File: config.mk
export PLATFORM = sky130hd
export DESIGN_NAME = dmem_stage
export DESIGN_NICKNAME = d
export VERILOG_FILES = /design/src/rtl/dmem_pkg.sv /design/src/rtl/dmem_stage_store_buffer.sv /design/src/rtl/dmem_stage.sv
export SDC_FILE = /design/constraint.sdc
export NUM_CORES = 1
export LEC_CHECK = 0
export CAP_MARGIN = 20
export CORE_ASPECT_RATIO = 1.4
export CORE_MARGIN = 3
export CORE_UTILIZATION = 45
export CTS_CLUSTER_SIZE = 14
export DETAILED_ROUTE_END_ITERATION = 10
export GPL_TIMING_DRIVEN = 0
export PLACE_DENSITY = 0.74
export SYNTH_ARGS = -nofsm -noshare
export SYNTH_HDL_FRONTEND = slang
export SYNTH_SLANG_ARGS = --single-unit
export TNS_END_PERCENT = 20
File: constraint.sdc
create_clock -name clk -period 5.9 [get_ports clk]
set_input_delay 0.59 -clock clk [delete_from_list [all_inputs] [get_ports clk]]
set_output_delay 0.59 -clock clk [all_outputs]
set_load 0.05 [all_outputs]
File: src/rtl/dmem_pkg.sv
// dmem_pkg: shared defaults and FSM state encoding for the data-memory stage.
package dmem_pkg;
  localparam int DEF_AW = 16;
  localparam int DEF_DW = 16;
  localparam int DEF_SB_DEPTH = 2;
  typedef enum logic [2:0] {IDLE, ST_REQ, LD_REQ, LD_WAIT, LD_DONE} dmem_state_t;
endpackage

File: src/rtl/dmem_stage_store_buffer.sv
// store_buffer: posted-store FIFO with a parallel address compare returning the youngest match.
module store_buffer #(
  parameter int AW = 16,
  parameter int DW = 16,
  parameter int DEPTH = 2,
  localparam int PW = $clog2(DEPTH)
) (
  input  logic          clk,
  input  logic          reset,
  input  logic          push,
  input  logic [AW-1:0] pushAddr,
  input  logic [DW-1:0] pushData,
  input  logic          pop,
  input  logic [AW-1:0] lookupAddr,
  output logic          full,
  output logic          empty,
  output logic [AW-1:0] headAddr,
  output logic [DW-1:0] headData,
  output logic          hit,
  output logic [DW-1:0] hitData
);
  logic [AW-1:0] addrMem [DEPTH];
  logic [DW-1:0] dataMem [DEPTH];
  logic [PW-1:0] head, tail;
  logic [PW:0] count;

  assign full = count == (PW+1)'(DEPTH);
  assign empty = count == '0;
  assign headAddr = addrMem[head];
  assign headData = dataMem[head];

  always_ff @(posedge clk or negedge reset)
    if (!reset) begin
      head <= '0;
      tail <= '0;
      count <= '0;
    end else begin
      if (push) tail <= tail + 1'b1;
      if (pop) head <= head + 1'b1;
      count <= count + (PW+1)'(push) - (PW+1)'(pop);
    end

  always_ff @(posedge clk)
    if (push) begin
      addrMem[tail] <= pushAddr;
      dataMem[tail] <= pushData;
    end

  // Walk oldest to youngest so the last match seen is the youngest store.
  always_comb begin
    hit = 1'b0;
    hitData = '0;
    for (int i = 0; i < DEPTH; i++)
      if ((PW+1)'(i) < count && addrMem[head + PW'(i)] == lookupAddr) begin
        hit = 1'b1;
        hitData = dataMem[head + PW'(i)];
      end
  end
endmodule

File: src/rtl/dmem_stage.sv
// dmem_stage: MEM-stage controller with posted stores, load forwarding and a valid/ready data-memory port.
module dmem_stage
  import dmem_pkg::*;
#(
  parameter int AW = DEF_AW,
  parameter int DW = DEF_DW,
  parameter int SB_DEPTH = DEF_SB_DEPTH
) (
  input  logic          clk,
  input  logic          reset,
  input  logic          mem_rd,
  input  logic          mem_wr,
  input  logic [AW-1:0] addr,
  input  logic [DW-1:0] wdata,
  output logic [DW-1:0] rdata,
  output logic          stall,
  output logic          dm_req,
  output logic          dm_we,
  output logic [AW-1:0] dm_addr,
  output logic [DW-1:0] dm_wdata,
  input  logic          dm_gnt,
  input  logic          dm_rvalid,
  input  logic [DW-1:0] dm_rdata
);
  dmem_state_t state, nextState;
  logic [DW-1:0] readReg, hitData, headData;
  logic [AW-1:0] headAddr;
  logic full, empty, hit;
  logic isLoad, loadHit, loadMiss, loadReq, issueRd, push, pop;

  store_buffer #(.AW(AW), .DW(DW), .DEPTH(SB_DEPTH)) sb (
    .clk(clk),
    .reset(reset),
    .push(push),
    .pushAddr(addr),
    .pushData(wdata),
    .pop(pop),
    .lookupAddr(addr),
    .full(full),
    .empty(empty),
    .headAddr(headAddr),
    .headData(headData),
    .hit(hit),
    .hitData(hitData)
  );

  assign isLoad = mem_rd && !mem_wr;
  assign loadHit = isLoad && hit && state != LD_DONE;
  assign loadMiss = isLoad && !hit;
  // A miss seen in IDLE already drives its read, so the request overlaps the first stall cycle.
  assign loadReq = state == IDLE && loadMiss;
  assign issueRd = loadReq || state == LD_REQ;
  assign pop = state == ST_REQ && dm_gnt;
  assign push = mem_wr && (!full || pop);

  assign stall = reset && (issueRd || state == LD_WAIT || (state == ST_REQ && loadMiss)
                 || (mem_wr && full && !pop));
  assign dm_req = reset && (issueRd || state == ST_REQ);
  assign dm_we = reset && state == ST_REQ;
  assign dm_addr = !reset ? '0 : state == ST_REQ ? headAddr : issueRd ? addr : '0;
  assign dm_wdata = (reset && state == ST_REQ) ? headData : '0;
  assign rdata = loadHit ? hitData : readReg;

  always_comb begin
    nextState = state;
    case (state)
      IDLE:    nextState = loadMiss ? (dm_gnt ? LD_WAIT : LD_REQ) : !empty ? ST_REQ : IDLE;
      ST_REQ:  nextState = dm_gnt ? IDLE : ST_REQ;
      LD_REQ:  nextState = dm_gnt ? LD_WAIT : LD_REQ;
      LD_WAIT: nextState = dm_rvalid ? LD_DONE : LD_WAIT;
      default: nextState = IDLE;
    endcase
  end

  always_ff @(posedge clk or negedge reset)
    if (!reset) state <= IDLE;
    else state <= nextState;

  always_ff @(posedge clk or negedge reset)
    if (!reset) readReg <= '0;
    else if (state == LD_WAIT && dm_rvalid) readReg <= dm_rdata;
    else if (loadHit) readReg <= hitData;
endmodule

==> results.md <==
* Gpl congestion at 0.792
* Seq. cell area at 0.00250 sq mm
* Outcome: finished, final reports clean
* Final wirelength at 11,800 um
* Max Cap Violations at 0
* Gr usage total at 20.3%
* Multi-input gate area at 0.00210 sq mm
* Worst hold path cell count at 2
* Drc violations at 0
* CP required at 5.31 ns
* Final period utilization at 87.1%
* CP Max Fanout at 10
* Final setup vio count at 0
* CTS sink count at 87
* Number of H-tree levels at 3
* DR vias at 3,631
* Post-synth EDFFs at 64
* Filler instances at 876
* Die area at 0.0119 sq mm
* Syn. warnings at 0
* Final hold vios at 0
* Leak at 2.39 nW
* Vias per std cell at 5.48
* Final Max Slew Viols at 0
* Nets at 579
* Die width at 93.0 um
* Initial antenna violation count at 0
* Prevailing post-synth register cell: edfxtp_1
* Most used cell, CP: buf_6
* First-pass GRT wire length at 18,800 um
* Syn avg cell area at 11.8 sq um
* Starting Density at 47.2%
* Slew HR at 43.2%
* FF+latch count, synth at 87
* Total negative slack at 0 ns
* Clock transition at the registers of the reported paths at 0.06 ns
* FMAX at 195 MHz
* Clk Latency, worst-skew pair at 0.34 ns
* Count of different cell masters after synthesis at 48
* Final Critical Period at 5.14 ns
* Hold_buf cts at 0
* Final ANT Viol Nets at 0
* CP peak stage delay at 0.83 ns
* Row cnt at 43
* Syn Nets at 462
* Number of global-route vias before repair at 3,772
* Commonest non-fill, non-tap cell in the layout: clkdlybuf4s50_1
* Unrepaired setup endpoints after global routing: no
* Worst slew pin tran at 0.851 ns
* Reg2reg end: readReg[6]
* Mapped Cells at 406
* Peak VDD IR at 326 uV
* Num CTS Buffers at 9
* P per Cell Area at 515 mW/mm^2
* Area growth syn-to-layout at 32.6%
* Die H at 128 um
* Pin count of the biggest net entering global routing at 33
* Worst flop-to-flop path startpoint: sb.head
* Worst Clk Skew at 0.00532 ns
* Port Buf Inserts at 104
* CP cell instances: buf_6, buf_6, buf_6, mux2i_1, xnor2_1, nor4_1, nand4_1, a21boi_1, nand2b_1, a211oi_2, buf_2, o2bb2ai_1, clkdlybuf4s50_1
* Num ports at 105
* Share of cells above drive strength 1 at 8.33%
* Antenna cell count at 0
* Hold Crit Class: reg -> reg
* Router iterations before antenna repair at 4
* Commonest cells after routing, fill and taps aside: 104 x clkdlybuf4s50_1, 64 x edfxtp_1, 50 x mux2i_1, 36 x nor2_1, 31 x xnor2_1
* Min-delay src: readReg[4]
* Max clock buf depth at 2
* CTS tree: done
* Seq/Total Area, Yosys at 52.3%
* Hold Path Sink: readReg[4]
* Final hold slack at 0.534 ns
* Worst path arrival time at 4.55 ns
* Reg-to-reg slack, setup at 2.80 ns
* Startpoint Class: flop
* Setup crit end kind: output pin
* Fraction of registers with async set/reset at 26.4%
* Synthesized area at 0.00477 sq mm
* R2R cell count at 12
* WS Path Type: reg -> out
* DP Wirelength at 8960 um
* DR WL/cell at 17.8 um
* Root buffer cell: clkbuf_16
* Cells resized by post-CTS repair at 0
* Total gr overflow at 0
* Core box area at 0.0101 sq mm
* Critical Path Slowest Stage Cell: clkdlybuf4s50_1
* DR iter-0 viols at 166
* Setup bufs post-CTS at 0
-- cell families after synthesis --
group                      synth area share (%)
AOI/OAI and AO/OA                          14.2
xor gates and xnor gates                   6.76
adders and majority gates                 0.524
buffers and inverters                      3.80
DFF                                        52.3
muxes                                      12.6
and+or+nand+nor                            9.81
-- area by class of cell --
type	count	area share, %
well taps	135	2.67
multi-input cells	283	33.2
clock inverters	6	0.811
plain buffers	24	2.16
repair buffers	106	17.3
inverters	12	0.712
flip-flops and latches	87	39.5
clock buffers	10	3.62
-- through the flow --
step	area (sq um)	power (W)	util, %	instances	worst slack (ns)
floorplan	4770	0.00221	-	406	2.39
detailed placement	6050	0.00274	59.8	647	0.922
finish	6330	0.00326	62.5	663	0.762
global route	6330	0.00344	62.5	663	0.478
CTS	6330	0.00328	62.5	663	0.704
global placement	5980	0.00268	59.1	645	0.989
-- flip-flops by register name, indices dropped and copies added (netlist names) --
name	cells
readReg	16
sb.addrMem	32
sb.count	2
sb.dataMem	32
sb.head	1
sb.tail	1
state	3
-- worst max-delay path, delay by kind of cell, from the launching register on --
kind / cells / cell delay [ns]
buf+inv: 5 / 1.67
mux: 1 / 0.31
xor+xnor: 1 / 0.18
flops: 1 / 0.35
compound gates: 3 / 1.22
simple gates: 3 / 0.46
-- cells in the mapped netlist (all sizes together) (5+ instances only) --
cell     count  share of area, %
a21o         7               1.1
a21oi       15               1.7
a221oi      15               2.9
a22o         6               1.1
and2         5              0.66
buf         13               2.0
clkbuf      11              0.87
dfrtp       23                12
edfxtp      64                40
inv         12              0.94
mux2i       54                12
nand2       24               1.9
nand2b       6              0.79
nand3        8              0.84
nor2        37               2.9
nor4         7               1.0
o211ai       7               1.1
o21ai        8              0.84
o2bb2ai     16               2.9
xnor2       32               6.0
-- report_power, final --
part | switching [W] | total, W | internal, W
Combinational | 0.00107 | 0.00175 | 0.000686
Clock | 0.000221 | 0.000543 | 0.000322
Sequential | 0.000102 | 0.000963 | 0.000861
Total | 0.00139 | 0.00326 | 0.00187
-- how the worst max path moves through the flow --
stage | slack, ns | cells past startpoint | endpoint | startpoint
final | 0.76 | 13 | dm_addr[5] | sb.head
after global placement | 0.99 | 10 | dm_addr[13] | addr[3]
after floorplan | 2.39 | 12 | rdata[4] | sb.head
after CTS | 0.70 | 13 | dm_addr[5] | sb.head
after global routing | 0.48 | 13 | dm_addr[11] | sb.head
after detailed placement | 0.92 | 10 | dm_addr[5] | addr[3]
-- metal layers --
layer | vias up | global-route usage (%) | wire [um]
met2 | 97 | 37.4 | 6290
met4 | 0 | 7.08 | 214
met3 | 20 | 4.40 | 536
met1 | 1754 | 22.9 | 4750
met5 | - | 0 | 0
li1 | 1760 | - | -
No activity file was read; power rests on OpenSTA's default activity.
